**src/rtl/run_pkg.sv**
```systemverilog
// Shared types and default widths for the run sequencer and its data-memory arbiter.
package run_pkg;

  localparam int RUN_AW = 8;
  localparam int RUN_DW = 8;
  localparam int RUN_CW = 16;

  typedef enum logic [1:0] {
    RST,
    RUN,
    DONE
  } run_state_t;

endpackage

```
**src/rtl/dmem_arb.sv**
```systemverilog
// Data-memory port arbiter: core has priority while running, the debug port steals
// the port after it has been denied STARVE_LIM consecutive cycles.
module dmem_arb
  import run_pkg::*;
#(
  parameter int AW         = RUN_AW,
  parameter int DW         = RUN_DW,
  parameter int STARVE_LIM = 4
) (
  input  logic          clk,
  input  logic          reset,
  input  logic          run_active,
  input  logic          core_mem_req,
  input  logic          core_mem_wr,
  input  logic [AW-1:0] core_mem_addr,
  input  logic [DW-1:0] core_mem_wdata,
  input  logic          dbg_req,
  input  logic          dbg_wr,
  input  logic [AW-1:0] dbg_addr,
  input  logic [DW-1:0] dbg_wdata,
  output logic          dbg_gnt,
  output logic          stall,
  output logic          mem_en,
  output logic          mem_wr,
  output logic [AW-1:0] mem_addr,
  output logic [DW-1:0] mem_wdata
);

  localparam int SW = (STARVE_LIM < 1) ? 1 : $clog2(STARVE_LIM + 1);

  logic [SW-1:0] starve_q, starve_d;
  logic          steal;
  logic          core_gnt;

  always_comb begin
    // The steal decision uses only the registered wait count, never this cycle's grant.
    steal     = run_active && dbg_req && (starve_q == SW'(STARVE_LIM));
    core_gnt  = run_active && core_mem_req && !steal;
    dbg_gnt   = dbg_req && !core_gnt;
    stall     = steal;
    mem_en    = core_gnt || dbg_gnt;
    mem_wr    = 1'b0;
    mem_addr  = '0;
    mem_wdata = '0;
    if (core_gnt) begin
      mem_wr    = core_mem_wr;
      mem_addr  = core_mem_addr;
      mem_wdata = core_mem_wdata;
    end else if (dbg_gnt) begin
      mem_wr    = dbg_wr;
      mem_addr  = dbg_addr;
      mem_wdata = dbg_wdata;
    end
    starve_d = (run_active && dbg_req && !dbg_gnt) ? starve_q + SW'(1) : '0;
  end

  always_ff @(posedge clk) begin
    if (reset) begin
      starve_q <= '0;
    end else begin
      starve_q <= starve_d;
    end
  end

endmodule

```
**src/rtl/run_ctrl.sv**
```systemverilog
// Program-run sequencer: RST/RUN/DONE FSM with a saturating cycle counter and watchdog,
// plus the shared data-memory port arbiter.
module run_ctrl
  import run_pkg::*;
#(
  parameter int          AW         = RUN_AW,
  parameter int          DW         = RUN_DW,
  parameter int          CW         = RUN_CW,
  parameter logic [CW-1:0] MAX_CYCLES = 16'hFFFF,
  parameter int          STARVE_LIM = 4
) (
  input  logic          clk,
  input  logic          reset,
  input  logic          halt,
  input  logic          core_mem_req,
  input  logic          core_mem_wr,
  input  logic [AW-1:0] core_mem_addr,
  input  logic [DW-1:0] core_mem_wdata,
  input  logic          dbg_req,
  input  logic          dbg_wr,
  input  logic [AW-1:0] dbg_addr,
  input  logic [DW-1:0] dbg_wdata,
  output logic          dbg_gnt,
  output logic          mem_en,
  output logic          mem_wr,
  output logic [AW-1:0] mem_addr,
  output logic [DW-1:0] mem_wdata,
  output logic          pc_clr,
  output logic          pc_en,
  output logic          stall,
  output logic          done,
  output logic          timeout,
  output logic [CW-1:0] cycle_count
);

  localparam logic [CW-1:0] CNT_LAST = MAX_CYCLES - CW'(1);

  run_state_t    state_q, state_d;
  logic [CW-1:0] count_q, count_d;
  logic          timeout_q, timeout_d;
  logic          run_active;

  assign run_active  = (state_q == RUN);
  assign done        = (state_q == DONE);
  assign timeout     = timeout_q;
  assign cycle_count = count_q;

  dmem_arb #(
    .AW         (AW),
    .DW         (DW),
    .STARVE_LIM (STARVE_LIM)
  ) u_arb (
    .clk            (clk),
    .reset          (reset),
    .run_active     (run_active),
    .core_mem_req   (core_mem_req),
    .core_mem_wr    (core_mem_wr),
    .core_mem_addr  (core_mem_addr),
    .core_mem_wdata (core_mem_wdata),
    .dbg_req        (dbg_req),
    .dbg_wr         (dbg_wr),
    .dbg_addr       (dbg_addr),
    .dbg_wdata      (dbg_wdata),
    .dbg_gnt        (dbg_gnt),
    .stall          (stall),
    .mem_en         (mem_en),
    .mem_wr         (mem_wr),
    .mem_addr       (mem_addr),
    .mem_wdata      (mem_wdata)
  );

  always_comb begin
    state_d   = state_q;
    count_d   = count_q;
    timeout_d = timeout_q;
    pc_clr    = 1'b0;
    pc_en     = 1'b0;
    case (state_q)
      RST: begin
        pc_clr    = 1'b1;
        count_d   = '0;
        timeout_d = 1'b0;
        state_d   = RUN;
      end
      RUN: begin
        pc_en   = !stall;
        count_d = (count_q == CNT_LAST) ? count_q : count_q + CW'(1);
        // A stalled halt is ignored; the instruction re-executes and is seen again.
        if (halt && !stall) begin
          state_d   = DONE;
          timeout_d = 1'b0;
        end else if (count_q == CNT_LAST) begin
          state_d   = DONE;
          timeout_d = 1'b1;
        end
      end
      DONE: begin
        state_d = DONE;
      end
      default: begin
        state_d = RST;
      end
    endcase
  end

  always_ff @(posedge clk) begin
    if (reset) begin
      state_q   <= RST;
      count_q   <= '0;
      timeout_q <= 1'b0;
    end else begin
      state_q   <= state_d;
      count_q   <= count_d;
      timeout_q <= timeout_d;
    end
  end

endmodule
```
**config.mk**
```make
export PLATFORM = sky130hd
export DESIGN_NAME = run_ctrl
export DESIGN_NICKNAME = d
export VERILOG_FILES = /design/src/rtl/run_pkg.sv /design/src/rtl/dmem_arb.sv /design/src/rtl/run_ctrl.sv
export SDC_FILE = /design/constraint.sdc
export NUM_CORES = 1
export LEC_CHECK = 0
export CAP_MARGIN = 0
export CORE_UTILIZATION = 42
export CTS_CLUSTER_DIAMETER = 50
export DETAILED_ROUTE_END_ITERATION = 16
export PLACE_DENSITY = 0.86
export SLEW_MARGIN = 20
export SYNTH_ARGS = -nofsm -noshare
export SYNTH_HDL_FRONTEND = slang
export SYNTH_SLANG_ARGS = --single-unit
```
**constraint.sdc**
```tcl
create_clock -name clk -period 4.65 [get_ports clk]
set_clock_uncertainty 0.15 [all_clocks]
set_input_delay 0.93 -clock clk [delete_from_list [all_inputs] [get_ports clk]]
set_output_delay 0.93 -clock clk [all_outputs]
set_load 0.02 [all_outputs]
```
; Yosys cells after proc, flatten, opt, wreduce, memory -nomap -nowiden
; Cells that the tools add are included.
[word_totals]
wordCells = 45
latchBits = 0
inputBits = 39
memories = 0
reg_bits = 22
ram_bits = 0
out_inout_bits = 40
rom_bits = 0
[op_classes]
n_div = 0
shifts = 0
n_lt_le_gt_ge = 0
eq_ne = 6
mux = 16
n_addsub = 2
mul = 0
bitwise_logic = 1
reduce_logical = 16
[ops]
columns = op, n
row1 = $mux W8, 4
row2 = $pmux W16 S2, 1
row3 = $add A16 B1 Y16 const B, 1
row4 = $eq A16 B16 Y1 const B, 1
row5 = $mux W16, 1
row6 = $logic_and A1 B1 Y1, 7
row7 = $mux W1, 6
row8 = $pmux W2 S3, 1
row9 = $mux W2, 2
row10 = $reduce_and A2 Y1, 2
row11 = $add A3 B1 Y3 const B, 1
row12 = $eq A3 B3 Y1 const B, 1
row13 = $logic_not A1 Y1, 3
row14 = $ne A3 B3 Y1 const B, 1
row15 = $eq A2 B1 Y1 const B, 1
row16 = $eq A2 B2 Y1 const B, 1
row17 = $logic_not A2 Y1, 1
row18 = $ne A2 B2 Y1 const B, 1
row19 = $pmux W1 S2, 1
row20 = $reduce_bool A2 Y1, 1
row21 = $reduce_or A2 Y1, 1
row22 = $logic_or A1 B1 Y1, 1
row23 = $not A1 Y1, 1

; Depth between registers and ports, before layout
; Gate-level depths: netlist of run 1.
[depth]
ltp_word = 11
ltp_mapped = 8
mapped_depth_nobuf = 6

; Hierarchy
; Synthesis of run 1 repeated with hierarchy kept, for this count alone.
[hier_totals]
hier_cells = 179
area_unflattened_um2 = 1520.2
[modules_own_cells]
columns = module, area_per_inst_um2, seq_area_each_um2, n_inst, cells_each
row1 = run_ctrl, 1147.4, 380.4, 1, 137
row2 = dmem_arb, 372.9, 60.1, 1, 42

; Worst setup path before layout of run 1
; Ideal clock, no wire load.
[synth_timing]
path_type = in2out
startpoint = input dbg_req
endpoint = output mem_wdata[4]
arrival_time_ns = 2.078
cell_stages = 5
slack_ns = 1.492
path_buffers = 2
required_time_ns = 3.570
path_cell_list = nand3_1 and3_1 clkbuf_1 clkbuf_1 o21ai_0
[synth_between]
elab_chain_cells = 8
[synth_lines]
columns = item, line
row1 = start: declaration, run_ctrl.sv:19  ; input logic dbg_req,
row2 = $logic_and A1 B1 Y1 (2 in a row), dmem_arb.sv:37  ; steal = run_active && dbg_req && (starve_q == SW'(STARVE_LIM));
row3 = $logic_not A1 Y1, dmem_arb.sv:38  ; core_gnt = run_active && core_mem_req && !steal;
row4 = $logic_and A1 B1 Y1, dmem_arb.sv:38
row5 = $logic_not A1 Y1, dmem_arb.sv:39  ; dbg_gnt = dbg_req && !core_gnt;
row6 = $logic_and A1 B1 Y1, dmem_arb.sv:39
row7 = $mux W8, dmem_arb.sv:49  ; end else if (dbg_gnt) begin
row8 = $mux W8 (*), dmem_arb.sv:45  ; if (core_gnt) begin
row9 = end: declaration, run_ctrl.sv:27  ; output logic [DW-1:0] mem_wdata,
; Every way passes the cells marked *; elsewhere a longest branch is shown, timed or not.

; Worst setup path in the final report of run 1
[layout_timing]
startpoint = input dbg_req
endpoint = output mem_wr
[layout_between]
elab_chain_cells = 8
[layout_lines]
columns = item, line
row1 = $logic_and A1 B1 Y1 (2 in a row), dmem_arb.sv:37
row2 = $logic_not A1 Y1, dmem_arb.sv:38
row3 = $logic_and A1 B1 Y1, dmem_arb.sv:38
row4 = $logic_not A1 Y1, dmem_arb.sv:39
row5 = $logic_and A1 B1 Y1, dmem_arb.sv:39
row6 = $mux W1, dmem_arb.sv:49
row7 = $mux W1 (*), dmem_arb.sv:45
row8 = end: declaration, run_ctrl.sv:25  ; output logic mem_wr,
; Marked as above.

==> flow_summary.ini, run 1 <==
[floorplan]
initial_core_util_pct = 45.44
die_height_um = 60.41
ioPinCount = 79
number_of_cell_rows = 20
design.die.area_um2 = 3649
design.core.area_um2 = 3153
floorplan.die.width_um = 60.41

[synth]
syn_inst = 199
ys.flop_type = sky130_fd_sc_hd__dfxtp_1
synth-edff-count = 0
synth_simple_gate_area_share_pct = 31.09
synth.net_count = 245
post-synth-top-count-cell = sky130_fd_sc_hd__nand2_1
synth_mux_area_share_pct = 1.397
synth_compound_area_share_pct = 23.58
synthesized_area_fraction_occupied_by_adder_cells_pct = 6.114
synth_largest_type_area_fraction_pct = 30.74
yosys.cell_types.count = 40
synth_sequential_area_ratio_pct = 30.74
netlist.top_cell.by_area = sky130_fd_sc_hd__dfxtp_1
yosys_register_bits = 22
post_synth_most_frequent_cells = 50 x sky130_fd_sc_hd__nand2_1, 22 x sky130_fd_sc_hd__dfxtp_1, 19 x sky130_fd_sc_hd__o21ai_0
synth-xor-area-share_pct = 0.6114
post_synth_main_area_contributors = sky130_fd_sc_hd__dfxtp_1 31%, sky130_fd_sc_hd__nand2_1 13%, sky130_fd_sc_hd__o21ai_0 6.6%, sky130_fd_sc_hd__ha_1 6.1%, sky130_fd_sc_hd__inv_1 3.1%
yosys_warnings = 0
synth-async-reset-ratio_pct = 0
syn-cell-area_um2 = 1433
main_combinational_cell_family_by_area_after_synthesis = simple AND/OR/NAND/NOR gates
synthesis.area_per_instance_um2 = 7.199

[route]
routed-via-count = 1729
drtIter0Drc = 59
drt_pass1_iterations = 5
drtAntennaViolNets = 0
vias_per_cell = 5.472
route.final.wire_length_mm = 4.250
routed_wire_length_per_instance_um = 13.45
drcViolationCount = 0

[pwr]
power_switching_share_pct = 40.69
share_seq_of_total_power_pct = 32.4
design_power_total_mw = 0.6604
pwrdens_nw_per_um2 = 291.5
power.combinational.fraction_pct = 54.6
power_frac_clock_pct = 13.0
power.switching_mw = 0.2687
cellLeakagePower_nw = 0.8166
vdd_drop_max_uv = 302.5
internal_power_mw = 0.3917

[finish]
postLayoutCellArea_um2 = 2266
antenna_cells_inserted = 0
nets = 320
final_cells = 316
proportion_of_layout_cells_with_a_drive_suffix_above_1_pct = 4.412
area_growth_pct = 58.17
nFillCells = 272
finalCoreUtilization_pct = 71.87

[worst_setup_path]
timing.reg2reg.setup_slack_ps = 2290
timing.rr.end = cycle_count[10]
timing.critical_path.to_type = output pin
setup.worst_path.start_class = input pin
worst_r2r_path_depth = 6
crit_path_max_fanout = 14
timing.critical_path.required_ps = 3570
worst-setup-path-type = in -> out
timing.critical_path.arrival_ps = 2820
worstReg2RegStart = state_q[1]

[timing]
maxClockFrequency_mhz = 256.6
worstMarginPinSlew_ps = 822.9
finalWorstPathRequiredPeriod_ps = 3897
worst_slew_margin_rel_pct = 44.68
period_share_pct = 83.81
final-max-slew-violation-count = 0
grt_setup_unrepaired = no
finalHoldViolCount = 0
final_total_negative_setup_slack_ps = 0
setup-violations-final = 0

[clock_network]
number_of_buffers_created_by_cts = 3
cts_resized = 0
cts_max_level = 1
cts-root-to-sink-buffers = 2
cts_post_setup_buffers_inserted = 0
clk_pin_slew_ps = 120
cts_hold_repair.buffers = 0
clkLatencyLatePin_ps = 300
tritoncts = yes
clockRootBuffer = sky130_fd_sc_hd__clkbuf_4
clock_sinks = 22

[grt]
grt_antenna_before_repair = 0
globalRouteOverflowTotal = 0
first_global_vias = 1426
grt_max_degree = 24
grt_first_pass_wirelength_mm = 6.292
grt.total_usage_pct = 22.54

[placed_design]
place.detailed.hpwl_mm = 3.276
port-buffer-count = 78
gpl.final_weighted_congestion = 0.8228
dpl-instance-area_um2 = 2243
post-place-cells = 313

[min_path]
worst_hold_startpoint = u_arb.starve_q[0]
timing.hold.worst_endpoint = u_arb.starve_q[0]
holdCritPathClass = reg -> reg
worstHoldPathCells = 1

[run]
cap_violations = 0

[status]
run_status = finished clean
-- cell type report --
class / count / area (um^2) / share of cell area (%)
multi-input combinational: 154 / 899.6 / 39.70
timing repair buffer: 81 / 803.3 / 35.45
sequential: 22 / 440.4 / 19.44
tap: 44 / 55.05 / 2.430
inverter: 12 / 45.04 / 1.988
clock buffer: 3 / 22.52 / 0.9939
-- cells by family (layout without fill, tap and decap cells) --
logic type,after synthesis,after routing
xor+xnor,1,1
compound gates,52,52
mux,2,2
buf+inv,23,96
flops,22,22
simple gates,92,92
fa+ha+maj,7,7
-- through the flow --
stage	hold WS, ps	setup WS [ps]
after floorplan	267.3	1492
after CTS	328.4	741.2
final	321.6	752.9
after detailed placement	301.0	756.8
after global placement	280.6	773.1
after global routing	347.5	644.6
-- power by group through the flow --
stage	combinational [mW]	sequential (mW)	clock, mW
CTS	0.361	0.214	0.0877
floorplan	0.196	0.221	0
global placement	0.357	0.218	0
finish	0.360	0.214	0.0859
global route	0.391	0.216	0.0966
detailed placement	0.360	0.218	0
-- worst max-delay path, cell delays in order --
cell	delay [ps]
sky130_fd_sc_hd__clkdlybuf4s50_1	480
sky130_fd_sc_hd__nand3_1	140
sky130_fd_sc_hd__and3_1	230
sky130_fd_sc_hd__buf_4	170
sky130_fd_sc_hd__o21ai_0	210
sky130_fd_sc_hd__clkdlybuf4s50_1	660
-- flip-flops by register name (all words and copies together) (netlist names) --
register	cells
state_q	2
u_arb.starve_q	3
cycle_count	16
timeout	1
-- metal layers --
layer  track usage (%)  vias up  share of wire, %
li1                  -      862                 -
met1             26.35      798                40
met2             41.29       65                49
met3             4.691        4                11
met4             6.312        0              0.59
met5                 0        -                 0
-- how the worst max path moves through the flow --
stage	to	cells past startpoint	startpoint
2_1_floorplan	mem_wdata[4]	5	dbg_req
3_3_place_gp	mem_wr	6	dbg_req
3_5_place_dp	mem_wr	6	dbg_req
4_1_cts	mem_wr	6	dbg_req
5_1_grt	mem_wdata[6]	6	dbg_req
6_report	mem_wr	6	dbg_req
-- placed cells by master, fill, tap and decap left out, types with 2 or more instances in the layout --
master                            netlist  layout
sky130_fd_sc_hd__dfxtp_1               22      22
sky130_fd_sc_hd__a31oi_1                2       2
sky130_fd_sc_hd__ha_1                   7       7
sky130_fd_sc_hd__inv_1                 12      12
sky130_fd_sc_hd__o211ai_1               4       4
sky130_fd_sc_hd__or2_2                  3       3
sky130_fd_sc_hd__nand2_1               50      50
sky130_fd_sc_hd__and4_1                 3       3
sky130_fd_sc_hd__and3_1                 4       4
sky130_fd_sc_hd__clkdlybuf4s50_1        0      78
sky130_fd_sc_hd__o21ai_0               19      19
sky130_fd_sc_hd__clkbuf_4               0       3
sky130_fd_sc_hd__nor2_1                 9       9
sky130_fd_sc_hd__nor4_1                 2       2
sky130_fd_sc_hd__o41ai_1                2       2
sky130_fd_sc_hd__mux2i_1                2       2
sky130_fd_sc_hd__a41oi_1                3       3
sky130_fd_sc_hd__or4_1                  4       4
sky130_fd_sc_hd__a211oi_1               3       3
sky130_fd_sc_hd__nand3_1                6       6
sky130_fd_sc_hd__nand4_1                4       4
sky130_fd_sc_hd__buf_4                  1       3
sky130_fd_sc_hd__a21oi_1                8       8
sky130_fd_sc_hd__o21a_1                 2       2
sky130_fd_sc_hd__nor3_1                 2       2
(Power assumes the default switching activity.)
==> run 2, diff against run 1 <==
CORE_UTILIZATION = 35   (was 42)
PLACE_DENSITY = 0.77   (was 0.86)
clock period = 3.48 ns   (was 4.65 ns; I/O delays follow)
==> flow_summary.ini, run 2 (synthesis results as in run 1) <==
[route]
drcViolationCount = 0
drtAntennaViolNets = 0
top_layer = met4
wl_met3_um = 369
drt_pass1_iterations = 4
m1WireLength_mm = 1.977
route.final.wire_length_mm = 4.271
vias_per_cell = 5.226
routed-via-count = 1688
drtIter0Drc = 100
routed_wire_length_per_instance_um = 13.22
met2_wirelength_mm = 1.867

[finish]
leading_cell_types_in_the_layout_fill_and_taps_excluded = 78 x sky130_fd_sc_hd__clkdlybuf4s50_1, 50 x sky130_fd_sc_hd__nand2_1, 22 x sky130_fd_sc_hd__dfxtp_1, 19 x sky130_fd_sc_hd__o21ai_0, 12 x sky130_fd_sc_hd__inv_1
nets = 322
largest_register_ff_count = 16
multi_input_comb_area_um2 = 899.6
regArea_um2 = 440.4
finalCoreUtilization_pct = 61.36
nFillCells = 358
antenna_cells_inserted = 0
proportion_of_layout_cells_with_a_drive_suffix_above_1_pct = 5.455
postLayoutCellArea_um2 = 2331
area_growth_pct = 62.71
layout.cells.most_common = sky130_fd_sc_hd__clkdlybuf4s50_1

[clock_network]
number_of_buffers_created_by_cts = 3
cts_max_level = 1
cts_post_setup_buffers_inserted = 0
cts_hold_repair.buffers = 0
cts_resized = 0
clock_sinks = 22
cts-root-to-sink-buffers = 2
clk_pin_slew_ps = 80
tritoncts = yes
clkLatencyLatePin_ps = 270
clockRootBuffer = sky130_fd_sc_hd__clkbuf_8

[timing]
worstMarginPinSlew_ps = 791.9
finalWorstPathRequiredPeriod_ps = 3362
final-max-slew-violation-count = 0
finalHoldViolCount = 0
setup-violations-final = 0
worst_slew_margin_rel_pct = 46.77
final_total_negative_setup_slack_ps = 0
worst_hold_margin_ps = 303.3
grt_setup_unrepaired = no
maxClockFrequency_mhz = 297.5
period_share_pct = 96.60

[worst_setup_path]
crit_start = dbg_req
timing.critical_path.arrival_ps = 2520
setup.worst_path.end = mem_wdata[3]
worstReg2RegStart = cycle_count[1]
timing.reg2reg.setup_slack_ps = 1340
worst-setup-path-type = in -> out
setup.worst_path.start_class = input pin
crit_path_max_fanout = 36
worst_r2r_path_depth = 5
timing.rr.end = cycle_count[8]
timing.critical_path.to_type = output pin
timing.critical_path.required_ps = 2630

[placed_design]
dpl-instance-area_um2 = 2276
place.detailed.hpwl_mm = 3.239
port-buffer-count = 78
gpl.final_weighted_congestion = 0.7284

[floorplan]
initial_core_util_pct = 37.71
die_height_um = 65.98
floorplan.die.width_um = 65.98
number_of_cell_rows = 22
design.die.area_um2 = 4353
design.core.area_um2 = 3799
ioPinCount = 79

[pwr]
cellLeakagePower_nw = 0.8444
vdd_drop_max_uv = 260.3
pwrdens_nw_per_um2 = 418.5

[grt]
grt_antenna_before_repair = 0
grt.total_usage_pct = 19.59
first_global_vias = 1301
grt_max_degree = 37
globalRouteOverflowTotal = 0
grt_first_pass_wirelength_mm = 6.479

[run]
cap_violations = 0

[status]
run_status = finished clean

[min_path]
holdCritPathClass = reg -> reg
[run 2: cell count changes in the layout (fill, tap and decap cells not counted), sizes merged]
cell,change
buf,+2
clkbuf,+1
[run 2: worst min-delay path by stage]
stage	start	to	slack (ps)	cells past startpoint
5_1_grt	u_arb.starve_q[0]	u_arb.starve_q[0]	360	1
3_5_place_dp	u_arb.starve_q[0]	u_arb.starve_q[0]	290	1
3_3_place_gp	u_arb.starve_q[0]	u_arb.starve_q[0]	280	1
4_1_cts	u_arb.starve_q[0]	u_arb.starve_q[0]	310	1
6_report	u_arb.starve_q[0]	u_arb.starve_q[0]	300	1
2_1_floorplan	u_arb.starve_q[0]	u_arb.starve_q[0]	270	1
[run 2: cell type report]
cell class	count	share of cell area, %
multi-input cells	154	38.59
flip-flops and latches	22	18.89
inverters	12	1.932
repair buffers	83	35.64
clock buffers	4	2.362
well taps	48	2.576
[run 2: routing by layer]
metal  GRT usage [%]  up-vias
met5               0        -
met4           6.383        0
met3           5.000        5
met2           30.36       73
met1           26.25      747
li1                -      863
[run 2: power by group]
| group | switching, mW | internal [mW] |
|---|---|---|
| Clock | 0.0874 | 0.101 |
| Combinational | 0.272 | 0.230 |
| Sequential | 0.0174 | 0.268 |
| Total | 0.377 | 0.599 |
[run 2: critical path, stage by stage]
cell                              delay, ps
sky130_fd_sc_hd__clkdlybuf4s50_1        480
sky130_fd_sc_hd__nand3_1                110
sky130_fd_sc_hd__and3_1                 250
sky130_fd_sc_hd__buf_12                 170
sky130_fd_sc_hd__o21ai_0                180
sky130_fd_sc_hd__clkdlybuf4s50_1        630
[run 2: through the flow]
step | total power, mW | worst slack, ps | cells
6_report | 0.9755 | 118.3 | 323
2_1_floorplan | 0.5581 | 790.0 | 199
5_1_grt | 1.038 | 17.85 | 323
3_3_place_gp | 0.7887 | 136.1 | 319
3_5_place_dp | 0.7899 | 125.6 | 319
4_1_cts | 0.9772 | 121.0 | 323
